`src/rtl/pipe_hazard_ctrl_pkg.sv`:
```
// Shared Y86 encodings (icodes, status codes, RNONE), FSM state type and
// classification helpers for the pipeline hazard controller.
package pipe_hazard_ctrl_pkg;

    localparam logic [3:0] I_HALT   = 4'h0;
    localparam logic [3:0] I_NOP    = 4'h1;
    localparam logic [3:0] I_RRMOVQ = 4'h2;
    localparam logic [3:0] I_IRMOVQ = 4'h3;
    localparam logic [3:0] I_RMMOVQ = 4'h4;
    localparam logic [3:0] I_MRMOVQ = 4'h5;
    localparam logic [3:0] I_OPQ    = 4'h6;
    localparam logic [3:0] I_JXX    = 4'h7;
    localparam logic [3:0] I_CALL   = 4'h8;
    localparam logic [3:0] I_RET    = 4'h9;
    localparam logic [3:0] I_PUSHQ  = 4'hA;
    localparam logic [3:0] I_POPQ   = 4'hB;

    localparam logic [3:0] RNONE = 4'hF;

    localparam logic [2:0] S_BUB = 3'd0;
    localparam logic [2:0] S_AOK = 3'd1;
    localparam logic [2:0] S_ADR = 3'd2;
    localparam logic [2:0] S_INS = 3'd3;
    localparam logic [2:0] S_HLT = 3'd4;

    typedef enum logic [1:0] {
        ST_RUN   = 2'd0,
        ST_MWAIT = 2'd1,
        ST_HALT  = 2'd2
    } state_t;

    // Instructions whose M stage touches data memory.
    function automatic logic is_memop(input logic [3:0] icode);
        return (icode == I_MRMOVQ) || (icode == I_RMMOVQ) || (icode == I_PUSHQ) ||
               (icode == I_POPQ)   || (icode == I_CALL)   || (icode == I_RET);
    endfunction

    function automatic logic is_exc(input logic [2:0] stat);
        return (stat == S_ADR) || (stat == S_INS) || (stat == S_HLT);
    endfunction

endpackage

```
`src/rtl/hazard_sat_cnt.sv`:
```
// Saturating up-counter with synchronous clear; holds at all-ones instead of wrapping.
module hazard_sat_cnt #(
    parameter int CNT_W = 32
) (
    input  logic             clk_i,
    input  logic             clr_i,
    input  logic             inc_i,
    output logic [CNT_W-1:0] cnt_o
);

    // NOTE: sequential state uses non-blocking assignments only, so every
    // register samples the pre-edge values regardless of block ordering.
    always_ff @(posedge clk_i) begin
        if (clr_i) begin
            cnt_o <= '0;
        end else if (inc_i && (cnt_o != '1)) begin
            cnt_o <= cnt_o + 1'b1;
        end
    end

endmodule

```
`src/rtl/pipe_hazard_ctrl.sv`:
```
// Stall/bubble control for the 5-stage Y86 pipeline, with data-memory wait
// handling, wait timeout, sticky halt and saturating hazard counters.
module pipe_hazard_ctrl
    import pipe_hazard_ctrl_pkg::*;
#(
    parameter int REG_W   = 4,
    parameter int ICODE_W = 4,
    parameter int STAT_W  = 3,
    parameter int TIMEOUT = 16,
    parameter int CNT_W   = 32
) (
    input  logic               clk_i,
    input  logic               rst_i,
    input  logic [ICODE_W-1:0] D_icode_i,
    input  logic [REG_W-1:0]   d_srcA_i,
    input  logic [REG_W-1:0]   d_srcB_i,
    input  logic [ICODE_W-1:0] E_icode_i,
    input  logic [REG_W-1:0]   E_dstM_i,
    input  logic               e_Cnd_i,
    input  logic [ICODE_W-1:0] M_icode_i,
    input  logic [STAT_W-1:0]  m_stat_i,
    input  logic [STAT_W-1:0]  W_stat_i,
    input  logic               dmem_ready_i,
    output logic               F_stall_o,
    output logic               D_stall_o,
    output logic               M_stall_o,
    output logic               W_stall_o,
    output logic               D_bubble_o,
    output logic               E_bubble_o,
    output logic               M_bubble_o,
    output logic               W_bubble_o,
    output logic               set_cc_o,
    output logic               halted_o,
    output logic               mem_timeout_o,
    output logic [CNT_W-1:0]   lu_cnt_o,
    output logic [CNT_W-1:0]   ret_cnt_o,
    output logic [CNT_W-1:0]   mp_cnt_o
);

    localparam int WC_W = $clog2(TIMEOUT + 1);

    logic lu, ret, mp, exc_m, exc_w, memop, mw;

    assign lu = ((E_icode_i == ICODE_W'(I_MRMOVQ)) || (E_icode_i == ICODE_W'(I_POPQ))) &&
                (E_dstM_i != REG_W'(RNONE)) &&
                ((E_dstM_i == d_srcA_i) || (E_dstM_i == d_srcB_i));

    assign ret = (D_icode_i == ICODE_W'(I_RET)) ||
                 (E_icode_i == ICODE_W'(I_RET)) ||
                 (M_icode_i == ICODE_W'(I_RET));

    assign mp    = (E_icode_i == ICODE_W'(I_JXX)) && !e_Cnd_i;
    assign exc_m = is_exc(3'(m_stat_i));
    assign exc_w = is_exc(3'(W_stat_i));
    assign memop = is_memop(4'(M_icode_i));
    assign mw    = memop && !dmem_ready_i;

    state_t          state, state_nxt;
    logic [WC_W-1:0] wait_cnt;
    logic            mem_to, mem_to_nxt;

    always_ff @(posedge clk_i) begin
        if (rst_i) begin
            state    <= ST_RUN;
            wait_cnt <= '0;
            mem_to   <= 1'b0;
        end else begin
            state    <= state_nxt;
            wait_cnt <= (state == ST_MWAIT) ? wait_cnt + 1'b1 : '0;
            mem_to   <= mem_to_nxt;
        end
    end

    // NOTE: every always_comb output gets a default before any branch, so no
    // path can leave it unassigned and infer a latch.
    always_comb begin
        state_nxt  = state;
        mem_to_nxt = mem_to;
        case (state)
            ST_RUN: begin
                if (exc_w) begin
                    state_nxt = ST_HALT;
                end else if (mw) begin
                    state_nxt = ST_MWAIT;
                end
            end
            ST_MWAIT: begin
                if (exc_w) begin
                    state_nxt = ST_HALT;
                end else if (dmem_ready_i) begin
                    state_nxt = ST_RUN;
                end else if (wait_cnt == WC_W'(TIMEOUT - 1)) begin
                    // This is the TIMEOUT-th consecutive not-ready cycle in MWAIT.
                    state_nxt  = ST_HALT;
                    mem_to_nxt = 1'b1;
                end
            end
            ST_HALT: state_nxt = ST_HALT;
            default: state_nxt = ST_RUN;
        endcase
    end

    always_comb begin
        F_stall_o     = 1'b0;
        D_stall_o     = 1'b0;
        M_stall_o     = 1'b0;
        W_stall_o     = 1'b0;
        D_bubble_o    = 1'b0;
        E_bubble_o    = 1'b0;
        M_bubble_o    = 1'b0;
        W_bubble_o    = 1'b0;
        set_cc_o      = 1'b0;
        halted_o      = 1'b0;
        mem_timeout_o = 1'b0;
        if (rst_i) begin
            F_stall_o  = 1'b1;
            D_bubble_o = 1'b1;
            E_bubble_o = 1'b1;
            M_bubble_o = 1'b1;
        end else if (state == ST_HALT) begin
            F_stall_o     = 1'b1;
            D_stall_o     = 1'b1;
            M_stall_o     = 1'b1;
            W_stall_o     = 1'b1;
            D_bubble_o    = 1'b1;
            E_bubble_o    = 1'b1;
            M_bubble_o    = 1'b1;
            halted_o      = 1'b1;
            mem_timeout_o = mem_to;
        end else begin
            // A memory wait freezes the hazard pipeline and overrides hazard bubbles.
            F_stall_o  = lu || ret || mw;
            D_stall_o  = lu || mw;
            D_bubble_o = !mw && (mp || (ret && !lu));
            E_bubble_o = !mw && (mp || lu);
            M_stall_o  = mw;
            W_bubble_o = mw && !exc_w;
            M_bubble_o = !mw && (exc_m || exc_w);
            W_stall_o  = exc_w;
            set_cc_o   = (E_icode_i == ICODE_W'(I_OPQ)) && !mw && !exc_m && !exc_w;
        end
    end

    logic count_en;
    assign count_en = !rst_i && (state != ST_HALT);

    hazard_sat_cnt #(.CNT_W(CNT_W)) u_lu_cnt (
        .clk_i (clk_i),
        .clr_i (rst_i),
        .inc_i (count_en && lu && !mw),
        .cnt_o (lu_cnt_o)
    );

    hazard_sat_cnt #(.CNT_W(CNT_W)) u_ret_cnt (
        .clk_i (clk_i),
        .clr_i (rst_i),
        .inc_i (count_en && ret && !lu && !mw),
        .cnt_o (ret_cnt_o)
    );

    hazard_sat_cnt #(.CNT_W(CNT_W)) u_mp_cnt (
        .clk_i (clk_i),
        .clr_i (rst_i),
        .inc_i (count_en && mp && !mw),
        .cnt_o (mp_cnt_o)
    );

endmodule

```
`config.mk`:
```
export PLATFORM = sky130hd
export DESIGN_NAME = pipe_hazard_ctrl
export DESIGN_NICKNAME = d
export VERILOG_FILES = /design/src/rtl/pipe_hazard_ctrl_pkg.sv /design/src/rtl/hazard_sat_cnt.sv /design/src/rtl/pipe_hazard_ctrl.sv
export SDC_FILE = /design/constraint.sdc
export NUM_CORES = 1
export LEC_CHECK = 0
export ABC_CLOCK_PERIOD_IN_PS = 3100
export CORE_MARGIN = 5
export CORE_UTILIZATION = 50
export CTS_BUF_LIST = sky130_fd_sc_hd__clkbuf_16
export DETAILED_ROUTE_END_ITERATION = 6
export PLACE_DENSITY = 0.82
export SETUP_SLACK_MARGIN = 0.05
export SLEW_MARGIN = 20
export SYNTH_ARGS = -nofsm -noshare
export SYNTH_HDL_FRONTEND = slang
export SYNTH_SLANG_ARGS = --single-unit
```
`constraint.sdc`:
```
create_clock -name clk_i -period 3.1 [get_ports clk_i]
set_input_delay 0.465 -clock clk_i [delete_from_list [all_inputs] [get_ports clk_i]]
set_output_delay 0.465 -clock clk_i [all_outputs]
set_load 0.005 [all_outputs]
```
==> results of run 1 <==
metrics by stage:
step	setup WS (ps)	utilization (%)	power, mW
2_1_floorplan	738	-	1.45
5_1_grt	52.4	68.8	2.73
3_3_place_gp	131	66.0	1.54
3_5_place_dp	34.5	66.0	1.55
6_report	147	68.8	2.65
4_1_cts	156	68.7	2.66
final cells by class:
| class | count | area (sq um) |
|---|---|---|
| Clock buffer | 9 | 225 |
| Clock inverter | 7 | 63.8 |
| Fill cell | 867 | 3380 |
| Inverter | 9 | 33.8 |
| Multi-Input combinational cell | 530 | 3300 |
| Sequential cell | 104 | 2080 |
| Tap cell | 140 | 175 |
| Timing Repair Buffer | 161 | 1570 |
state kept, by name, summed over array words and instances, names as in the netlist:
signal,cells
state,2
u_mp_cnt.cnt_o,32
mem_to,1
u_ret_cnt.cnt_o,32
u_lu_cnt.cnt_o,32
wait_cnt,5
cells in the final DEF, fill, tap and decap left out, types with 5 or more instances in the layout:
cell type | netlist | routed
nor3b_1 | 8 | 8
nor3_1 | 13 | 13
xnor2_1 | 35 | 34
mux2_2 | 12 | 12
or3_1 | 19 | 19
nand4_1 | 33 | 33
nor2_1 | 80 | 80
a21oi_1 | 41 | 41
mux2i_1 | 8 | 8
nor2b_1 | 13 | 13
and3_1 | 13 | 13
nor4b_1 | 6 | 5
dfxtp_1 | 104 | 104
and2_1 | 7 | 7
xor2_1 | 8 | 8
clkdlybuf4s50_1 | 0 | 139
or4_1 | 22 | 22
clkbuf_16 | 0 | 9
nand2_1 | 58 | 58
nand3_1 | 36 | 36
and4_1 | 16 | 16
nor4_1 | 22 | 22
inv_1 | 9 | 10
ha_1 | 5 | 5
buf_4 | 1 | 20
o21ai_0 | 20 | 18
o31ai_1 | 18 | 18
power groups by stage:
stage / Sequential, mW / Clock [mW] / Combinational (mW)
CTS: 1.34 / 1.14 / 0.179
global placement: 1.37 / 0 / 0.171
floorplan: 1.37 / 0 / 0.0811
finish: 1.34 / 1.12 / 0.182
global route: 1.34 / 1.19 / 0.195
detailed placement: 1.37 / 0 / 0.177
logic make-up (layout without fill, tap and decap cells):
| logic type | Yosys count | after routing |
|---|---|---|
| adder cells (fa/ha/maj) | 5 | 5 |
| AND/OR/NAND/NOR | 366 | 366 |
| buffers and inverters | 36 | 186 |
| multiplexers | 22 | 22 |
| XOR/XNOR | 43 | 43 |
| AO/OA/AOI/OAI | 94 | 94 |
| flip-flops | 104 | 104 |
layer usage:
metal | vias up | track usage, % | wire length [microns]
met1 | 2747 | 29.8 | 6820
met2 | 222 | 39.9 | 7840
met4 | 0 | 4.77 | 201
met3 | 24 | 5.53 | 1040
li1 | 2777 | - | -
met5 | - | 0 | 0
what timing repair did:
action | in CTS | in global routing
setup endpoints to repair | 1 | 2
buffers inserted | 0 | 0
gates resized for setup | 1 | 4
worst max-delay path, delay by kind of cell:
family	cells	cell delay [ps]
AND/OR/NAND/NOR	4	1030
buffers and inverters	2	990
worst paths after layout:
| check | slack, ps | to | start |
|---|---|---|---|
| setup / recovery | 150 | set_cc_o | M_icode_i[2] |
| hold / removal | 450 | wait_cnt[0]$_SDFF_PP0_ | wait_cnt[0]$_SDFF_PP0_ |
| setup reg to reg | 470 | u_ret_cnt.cnt_o[22]$_SDFFE_PP0P_ | u_ret_cnt.cnt_o[10]$_SDFFE_PP0P_ |
| hold reg to reg | 450 | wait_cnt[0]$_SDFF_PP0_ | wait_cnt[0]$_SDFF_PP0_ |
==> results by group, run 1 <==
Outcome
  – Status: complete, no violations

Routing
  – Routed Antenna Nets: 0
  – DRT Pass-1 Iters: 6
  – DRC Markers: 0
  – DRT iter0 DRCs: 508
  – WL per Instance: 16.6 microns
  – Via-to-Cell Ratio: 6.01
  – Routed WL: 15.9 mm
  – Total number of vias: 5,770

Floorplan
  – # rows: 38
  – Die height: 115 microns
  – IO Count: 141
  – Core Region: 0.0108 sq mm
  – Die X: 115 microns
  – Initial Util: 50.9%
  – Die footprint: 0.0132 sq mm

Place
  – Placed wire-length estimate: 11.5 mm
  – I/O Buffers: 140
  – Inst Count DP: 944
  – Routability cong.: 0.877
  – Area post-placement: 0.00715 sq mm

Synthesis
  – Synth area leader: dfxtp_1
  – Mux contribution to synthesized area: 4.31%
  – Synthesis-stage register bit count: 104
  – Mapped Cells: 670
  – Synth Flop Type: dfxtp_1
  – Area contributors post-synth: dfxtp_1 38%, xnor2_1 5.6%, nor2_1 5.4%
  – Top cells by count, synth: 104 x dfxtp_1, 80 x nor2_1, 58 x nand2_1
  – Post-synthesis simple-gate area fraction: 37.2%
  – Post-Synth Adder-Cell Area: 1.13%
  – Largest family of logic cells by synthesized area: simple AND/OR/NAND/NOR gates
  – Ys async rst share: 0%
  – Synth Area per Inst: 8.24 sq um
  – Xor/xnor share of the synthesized area: 6.82%
  – Register area share after synthesis: 37.7%
  – Top-count cell post-synth: dfxtp_1
  – Number of flops mapped to enable cells by yosys: 0
  – Syn Std Cell Area: 0.00552 sq mm
  – YS warnings: 0
  – Post-synth cell types: 52
  – Syn Nets: 709
  – Share of the synthesized area in the top cell type: 37.7%
  – Compound-gate portion of the synthesized area: 10.1%

Cells and area
  – Antenna diode count: 0
  – Area grow syn2layout: 35.1%
  – Finished Layout Cells: 960
  – Finished Cell Area: 0.00746 sq mm
  – Layout cells sized above 1: 7.32%
  – Final nets: 854

Setup path
  – Critical Path End Type: output pin
  – Critical path class: primary input to output pin
  – CP Launch Type: primary input
  – Required time of the critical path: 2630 ps
  – Crit path largest cell delay: 540 ps
  – Critical path, cell by cell: clkdlybuf4s50_1 > nor4b_2 > nor4_4 > nand2_1 > nor3_1 > clkdlybuf4s50_1
  – Cell mode on critical path: clkdlybuf4s50_1
  – Crit-path max FO: 7
  – Worst r2r path cells: 6
  – Slowest-stage cell, CP: clkdlybuf4s50_1
  – Crit path DAT: 2490 ps

CTS
  – CTS tree: built
  – Root Driver: clkbuf_16
  – Post-CTS Hold Fix Bufs: 0
  – # H-tree levels: 3
  – TritonCTS Buffers: 9
  – Clock transition at the registers of the reported paths: 60 ps
  – Clk Latency, worst-skew pair: 350 ps
  – Clock Tree Buf Depth: 2
  – # clock sinks: 104

Power
  – Power density over cell area: 355 mW/mm^2
  – P_leak: 2.44 nW
  – Reg power frac: 50.7%
  – Combinational cell fraction of total power: 6.9%
  – Net Switching: 0.599 mW
  – Int Pwr: 2.05 mW
  – Clock Power Share: 42.4%
  – Maximum vdd drop: 0.000335 V
  – Switch share: 22.6%

Timing
  – Final max-slew violation count: 0
  – RSZ-0062 raised after global routing: false
  – Clock skew: 14.0 ps
  – Final setup TNS: 0 ps
  – Final setup fails: 0
  – WHS: 455 ps
  – Slew margin rel.: 51.9%
  – Final Critical Period: 2950 ps
  – Worst Tran Pin Value: 721 ps
  – Fmax: 0.339 GHz
  – Fin. Hold Viols: 0
  – Final worst path period share: 95.3%

GRT
  – Overall global routing resource usage: 23.2%
  – Global route overflow: 0
  – First-pass GRT wire length: 25.7 mm
  – Antenna violations before repair: 0
  – Maximum number of pins on one net before global-route repair: 73
  – Vias in the first global route: 5,426

Flow run
  – Max-cap violation count: 0

Min path
  – Hold path cells: 1
  – HP Class: register to register
No activity file was read; power rests on OpenSTA's default activity.
==> run 2: changes to the inputs <==
--- a/config.mk
+++ b/config.mk
@@ -10,7 +10,8 @@
 export CORE_UTILIZATION = 50
 export CTS_BUF_LIST = sky130_fd_sc_hd__clkbuf_16
 export DETAILED_ROUTE_END_ITERATION = 6
-export PLACE_DENSITY = 0.82
+export DONT_BUFFER_PORTS = 1
+export PLACE_DENSITY = 0.66
 export SETUP_SLACK_MARGIN = 0.05
 export SLEW_MARGIN = 20
 export SYNTH_ARGS = -nofsm -noshare
==> results by group, run 2 (synthesized netlist as in run 1, its figures left out) <==
Outcome
  – Status: complete, no violations

Floorplan
  – Initial Util: 50.9%
  – Die height: 115 microns
  – IO Count: 141
  – Die X: 115 microns
  – # rows: 38
  – Die footprint: 0.0132 sq mm
  – Core Region: 0.0108 sq mm

Routing
  – Routed WL: 14.2 mm
  – DRC Markers: 0
  – Via-to-Cell Ratio: 6.23
  – DRT Pass-1 Iters: 5
  – Total number of vias: 5,014
  – WL per Instance: 17.7 microns
  – Routed Antenna Nets: 0
  – DRT iter0 DRCs: 341

Cells and area
  – Commonest non-fill, non-tap cell in the layout: dfxtp_1
  – Footprint of the multi-input gates: 0.00329 sq mm
  – FF/Latch Area: 0.00208 sq mm
  – Final nets: 699
  – Finished Layout Cells: 805
  – Top flop regs: u_lu_cnt.cnt_o (32), u_mp_cnt.cnt_o (32), u_ret_cnt.cnt_o (32)
  – Layout cells sized above 1: 6.32%
  – Area grow syn2layout: 7.00%
  – Antenna diode count: 0
  – Commonest non-fill, non-tap cells in the layout: 104 x dfxtp_1, 80 x nor2_1, 58 x nand2_1, 41 x a21oi_1, 36 x nand3_1
  – Fill count: 1,050

Power
  – Maximum vdd drop: 0.000228 V
  – Total Power: 2.51 mW
  – Power density over cell area: 425 mW/mm^2
  – P_leak: 1.87 nW

CTS
  – Post-CTS Hold Fix Bufs: 0
  – Clock transition at the registers of the reported paths: 70 ps
  – Post-CTS Resized: 0
  – Clock Tree Buf Depth: 2
  – # clock sinks: 104
  – TritonCTS Buffers: 9
  – # Post-CTS Setup Buffers: 0
  – CTS tree: built
  – Root Driver: clkbuf_16
  – # H-tree levels: 3
  – Clk Latency, worst-skew pair: 340 ps

Flow run
  – Max-cap violation count: 0

Min path
  – Hold path cells: 1
  – Worst min-delay path startpoint: rst_i
  – Hold Path End: mem_to$_SDFFE_PP0P_
  – HP Class: primary input to register

Timing
  – Worst Tran Pin Value: 639 ps
  – Fmax: 0.374 GHz
  – Final worst path period share: 86.4%
  – Slew margin rel.: 57.0%
  – Final setup TNS: 0 ps
  – Clock skew: 7.41 ps
  – Final max-slew violation count: 0
  – Fin. Hold Viols: 0
  – WHS: 197 ps
  – Final Critical Period: 2680 ps
  – Final setup fails: 0
  – RSZ-0062 raised after global routing: false

GRT
  – Vias in the first global route: 4,777
  – First-pass GRT wire length: 22.9 mm
  – Overall global routing resource usage: 20.8%
  – Antenna violations before repair: 0
  – Maximum number of pins on one net before global-route repair: 115
  – Global route overflow: 0

Place
  – Routability cong.: 0.814
  – Inst Count DP: 789
  – I/O Buffers: 0
  – Placed wire-length estimate: 10.1 mm

Setup path
  – Critical Path End Type: register
  – Crit path DAT: 2900 ps
  – Reg2reg setup slack: 420 ps
  – Required time of the critical path: 3330 ps
  – R2R Path Start: u_ret_cnt.cnt_o[2]$_SDFFE_PP0P_
  – Crit-path max FO: 10
  – Critical path class: register to register
  – CP Launch Type: register
  – FF-to-FF End: u_ret_cnt.cnt_o[26]$_SDFFE_PP0P_
  – Worst r2r path cells: 6
-- run 2: worst max-delay path: stages (launching register included) --
cell and delay [ps]:
dfxtp_1 470, and3_1 290, nand4_1 370, or4_1 650, nor3_2 310, nand3_1 140
mux2_1 320
-- run 2: worst max path at each step --
stage               depth (start not counted)                          endpoint                             from
finish                                      6  u_ret_cnt.cnt_o[26]$_SDFFE_PP0P_  u_ret_cnt.cnt_o[2]$_SDFFE_PP0P_
floorplan                                   7  u_ret_cnt.cnt_o[21]$_SDFFE_PP0P_                     M_icode_i[2]
detailed placement                          6  u_ret_cnt.cnt_o[26]$_SDFFE_PP0P_  u_ret_cnt.cnt_o[2]$_SDFFE_PP0P_
global route                                6  u_ret_cnt.cnt_o[26]$_SDFFE_PP0P_  u_ret_cnt.cnt_o[2]$_SDFFE_PP0P_
CTS                                         6  u_ret_cnt.cnt_o[26]$_SDFFE_PP0P_  u_ret_cnt.cnt_o[0]$_SDFFE_PP0P_
global placement                            6  u_ret_cnt.cnt_o[26]$_SDFFE_PP0P_  u_ret_cnt.cnt_o[6]$_SDFFE_PP0P_
-- run 2: layout make-up --
class	instances	share of cell area, %
multi-input cells	530	55.7
flip-flops and latches	104	35.2
clock buffers	9	3.81
well taps	140	2.97
clock inverters	7	0.953
repair buffers	6	0.763
inverters	9	0.572
-- run 2: routing by layer --
layer | GRT usage [%] | share of wire, % | vias up | wire length, microns
met5 | 0 | 0 | - | 0
met4 | 7.04 | 1.6 | 0 | 227
met3 | 6.63 | 7.6 | 21 | 1080
met2 | 34.6 | 48 | 135 | 6770
met1 | 25.4 | 43 | 2391 | 6140
li1 | - | - | 2467 | -
-- run 2: report_power, final --
| group | switching (mW) | internal, mW | leakage [nW] |
|---|---|---|---|
| Sequential | 0.00497 | 1.34 | 0.838 |
| Clock | 0.480 | 0.613 | 0.153 |
| Combinational | 0.0422 | 0.0343 | 0.883 |
| Total | 0.527 | 1.99 | 1.87 |
-- run 2: through the flow --
stage               cell area (sq um)  utilization [%]  worst slack [ps]
floorplan                        5520                -               738
global placement                 5630             51.9               539
detailed placement               5630             51.9               475
CTS                              5910             54.5               447
global route                     5910             54.5               175
finish                           5910             54.5               423
==> run 3: changes to the inputs <==
--- a/config.mk
+++ b/config.mk
@@ -7,11 +7,11 @@
 export LEC_CHECK = 0
 export ABC_CLOCK_PERIOD_IN_PS = 3100
 export CORE_MARGIN = 5
-export CORE_UTILIZATION = 50
+export CORE_UTILIZATION = 40
 export CTS_BUF_LIST = sky130_fd_sc_hd__clkbuf_16
 export DETAILED_ROUTE_END_ITERATION = 6
 export DONT_BUFFER_PORTS = 1
-export PLACE_DENSITY = 0.66
+export PLACE_DENSITY = 0.55
 export SETUP_SLACK_MARGIN = 0.05
 export SLEW_MARGIN = 20
 export SYNTH_ARGS = -nofsm -noshare
==> results by group, run 3 (synthesized netlist as in run 1, its figures left out) <==
Timing
  – Fin. Hold Viols: 0
  – Slew margin rel.: 49.2%
  – Final worst slack: 421 ps
  – Final max-slew violation count: 0
  – Final setup fails: 0
  – Clock skew: 5.24 ps
  – Fmax: 0.373 GHz
  – Final worst path period share: 86.4%
  – RSZ-0062 raised after global routing: false
  – WHS: 195 ps
  – Worst Tran Pin Value: 754 ps
  – Final Critical Period: 2680 ps
  – Final setup TNS: 0 ps

Cells and area
  – Top flop regs: u_lu_cnt.cnt_o (32), u_mp_cnt.cnt_o (32), u_ret_cnt.cnt_o (32)
  – Final nets: 700
  – Antenna diode count: 0
  – Final core utilization: 43.5%
  – Commonest non-fill, non-tap cells in the layout: 104 x dfxtp_1, 80 x nor2_1, 58 x nand2_1, 41 x a21oi_1, 36 x nand3_1
  – Layout cells sized above 1: 6.31%
  – Area grow syn2layout: 8.02%
  – Commonest non-fill, non-tap cell in the layout: dfxtp_1
  – Fill count: 1,390

Power
  – Reg power frac: 53.3%
  – Int Pwr: 1.98 mW
  – Switch share: 21.2%
  – Total Power: 2.52 mW
  – P_leak: 1.87 nW
  – Power density over cell area: 422 mW/mm^2
  – Maximum vdd drop: 0.000204 V
  – Combinational cell fraction of total power: 3.0%
  – Clock Power Share: 43.7%
  – Net Switching: 0.535 mW

Setup path
  – Critical path class: register to register
  – CP Launch Type: register
  – Crit path DAT: 2910 ps
  – Critical Path End Type: register
  – Crit-path max FO: 10
  – Reg2reg setup slack: 420 ps
  – Required time of the critical path: 3340 ps

GRT
  – First-pass GRT wire length: 22.8 mm
  – Antenna violations before repair: 0
  – Maximum number of pins on one net before global-route repair: 115
  – Global route overflow: 0
  – Vias in the first global route: 4,466
  – Overall global routing resource usage: 16.9%

Routing
  – WL per Instance: 16.8 microns
  – Via-to-Cell Ratio: 5.85
  – DRT Pass-1 Iters: 4
  – DRT iter0 DRCs: 350
  – DRC Markers: 0
  – Routed WL: 14.2 mm
  – Total number of vias: 4,950
  – Routed Antenna Nets: 0

CTS
  – Clk Latency, worst-skew pair: 350 ps
  – TritonCTS Buffers: 9
  – # clock sinks: 104
  – Post-CTS Hold Fix Bufs: 0
  – Clock Tree Buf Depth: 2
  – # Post-CTS Setup Buffers: 0
  – Clock transition at the registers of the reported paths: 70 ps
  – # H-tree levels: 3
  – CTS tree: built
  – Post-CTS Resized: 0
  – Root Driver: clkbuf_16

Floorplan
  – Die X: 127 microns
  – Die footprint: 0.0162 sq mm
  – IO Count: 141
  – Core Region: 0.0137 sq mm
  – Die height: 127 microns
  – Initial Util: 40.2%
  – # rows: 43

Place
  – Place WS: 451 ps
  – Routability cong.: 0.821
  – I/O Buffers: 0
  – Placed wire-length estimate: 10.3 mm

Flow run
  – Max-cap violation count: 0

Outcome
  – Status: complete, no violations

Min path
  – HP Class: primary input to register
==> run 3: power by group through the flow <==
| stage | Clock (mW) | Combinational (mW) | Sequential [mW] |
|---|---|---|---|
| finish | 1.10 | 0.0760 | 1.34 |
| global route | 1.19 | 0.0848 | 1.34 |
| CTS | 1.13 | 0.0774 | 1.34 |
| detailed placement | 0 | 0.0771 | 1.37 |
| global placement | 0 | 0.0763 | 1.37 |
| floorplan | 0 | 0.0811 | 1.37 |
==> run 3: cell type report <==
| cell class | instances | area [sq um] | share of cell area [%] |
|---|---|---|---|
| timing repair buffer | 7 | 52.6 | 0.881 |
| clock inverter | 7 | 55.1 | 0.923 |
| inverter | 9 | 33.8 | 0.567 |
| clock buffer | 9 | 225 | 3.78 |
| multi-input combinational | 530 | 3290 | 55.2 |
| sequential | 104 | 2080 | 34.9 |
| tap | 180 | 225 | 3.78 |
==> run 3: routing by layer <==
metal	up-vias	global-route usage (%)	share of wire, %
met5	-	0	0
met4	0	6.88	2.3
met3	28	5.27	7.3
met2	115	26.4	47
met1	2349	21.6	44
li1	2458	-	-
==> run 3: worst paths after layout <==
kind,end,cells past startpoint,start
hold reg to reg,wait_cnt[0]$_SDFF_PP0_,1,wait_cnt[0]$_SDFF_PP0_
setup / recovery,u_ret_cnt.cnt_o[26]$_SDFFE_PP0P_,6,u_ret_cnt.cnt_o[6]$_SDFFE_PP0P_
hold / removal,u_ret_cnt.cnt_o[21]$_SDFFE_PP0P_,1,rst_i
setup reg to reg,u_ret_cnt.cnt_o[26]$_SDFFE_PP0P_,6,u_ret_cnt.cnt_o[6]$_SDFFE_PP0P_
==> run 3: critical path, cell delays in order, from the launching register on <==
cell     delay [ps]
dfxtp_1         450
and4_1          300
nand4_1         410
or4_1           660
nor3_2          300
nand3_1         130
mux2_1          320
==> run 3: metrics by stage <==
step	instances	instance area, sq um
finish	846	5960
global route	846	5960
CTS	846	5960
detailed placement	830	5680
global placement	830	5680
floorplan	670	5520
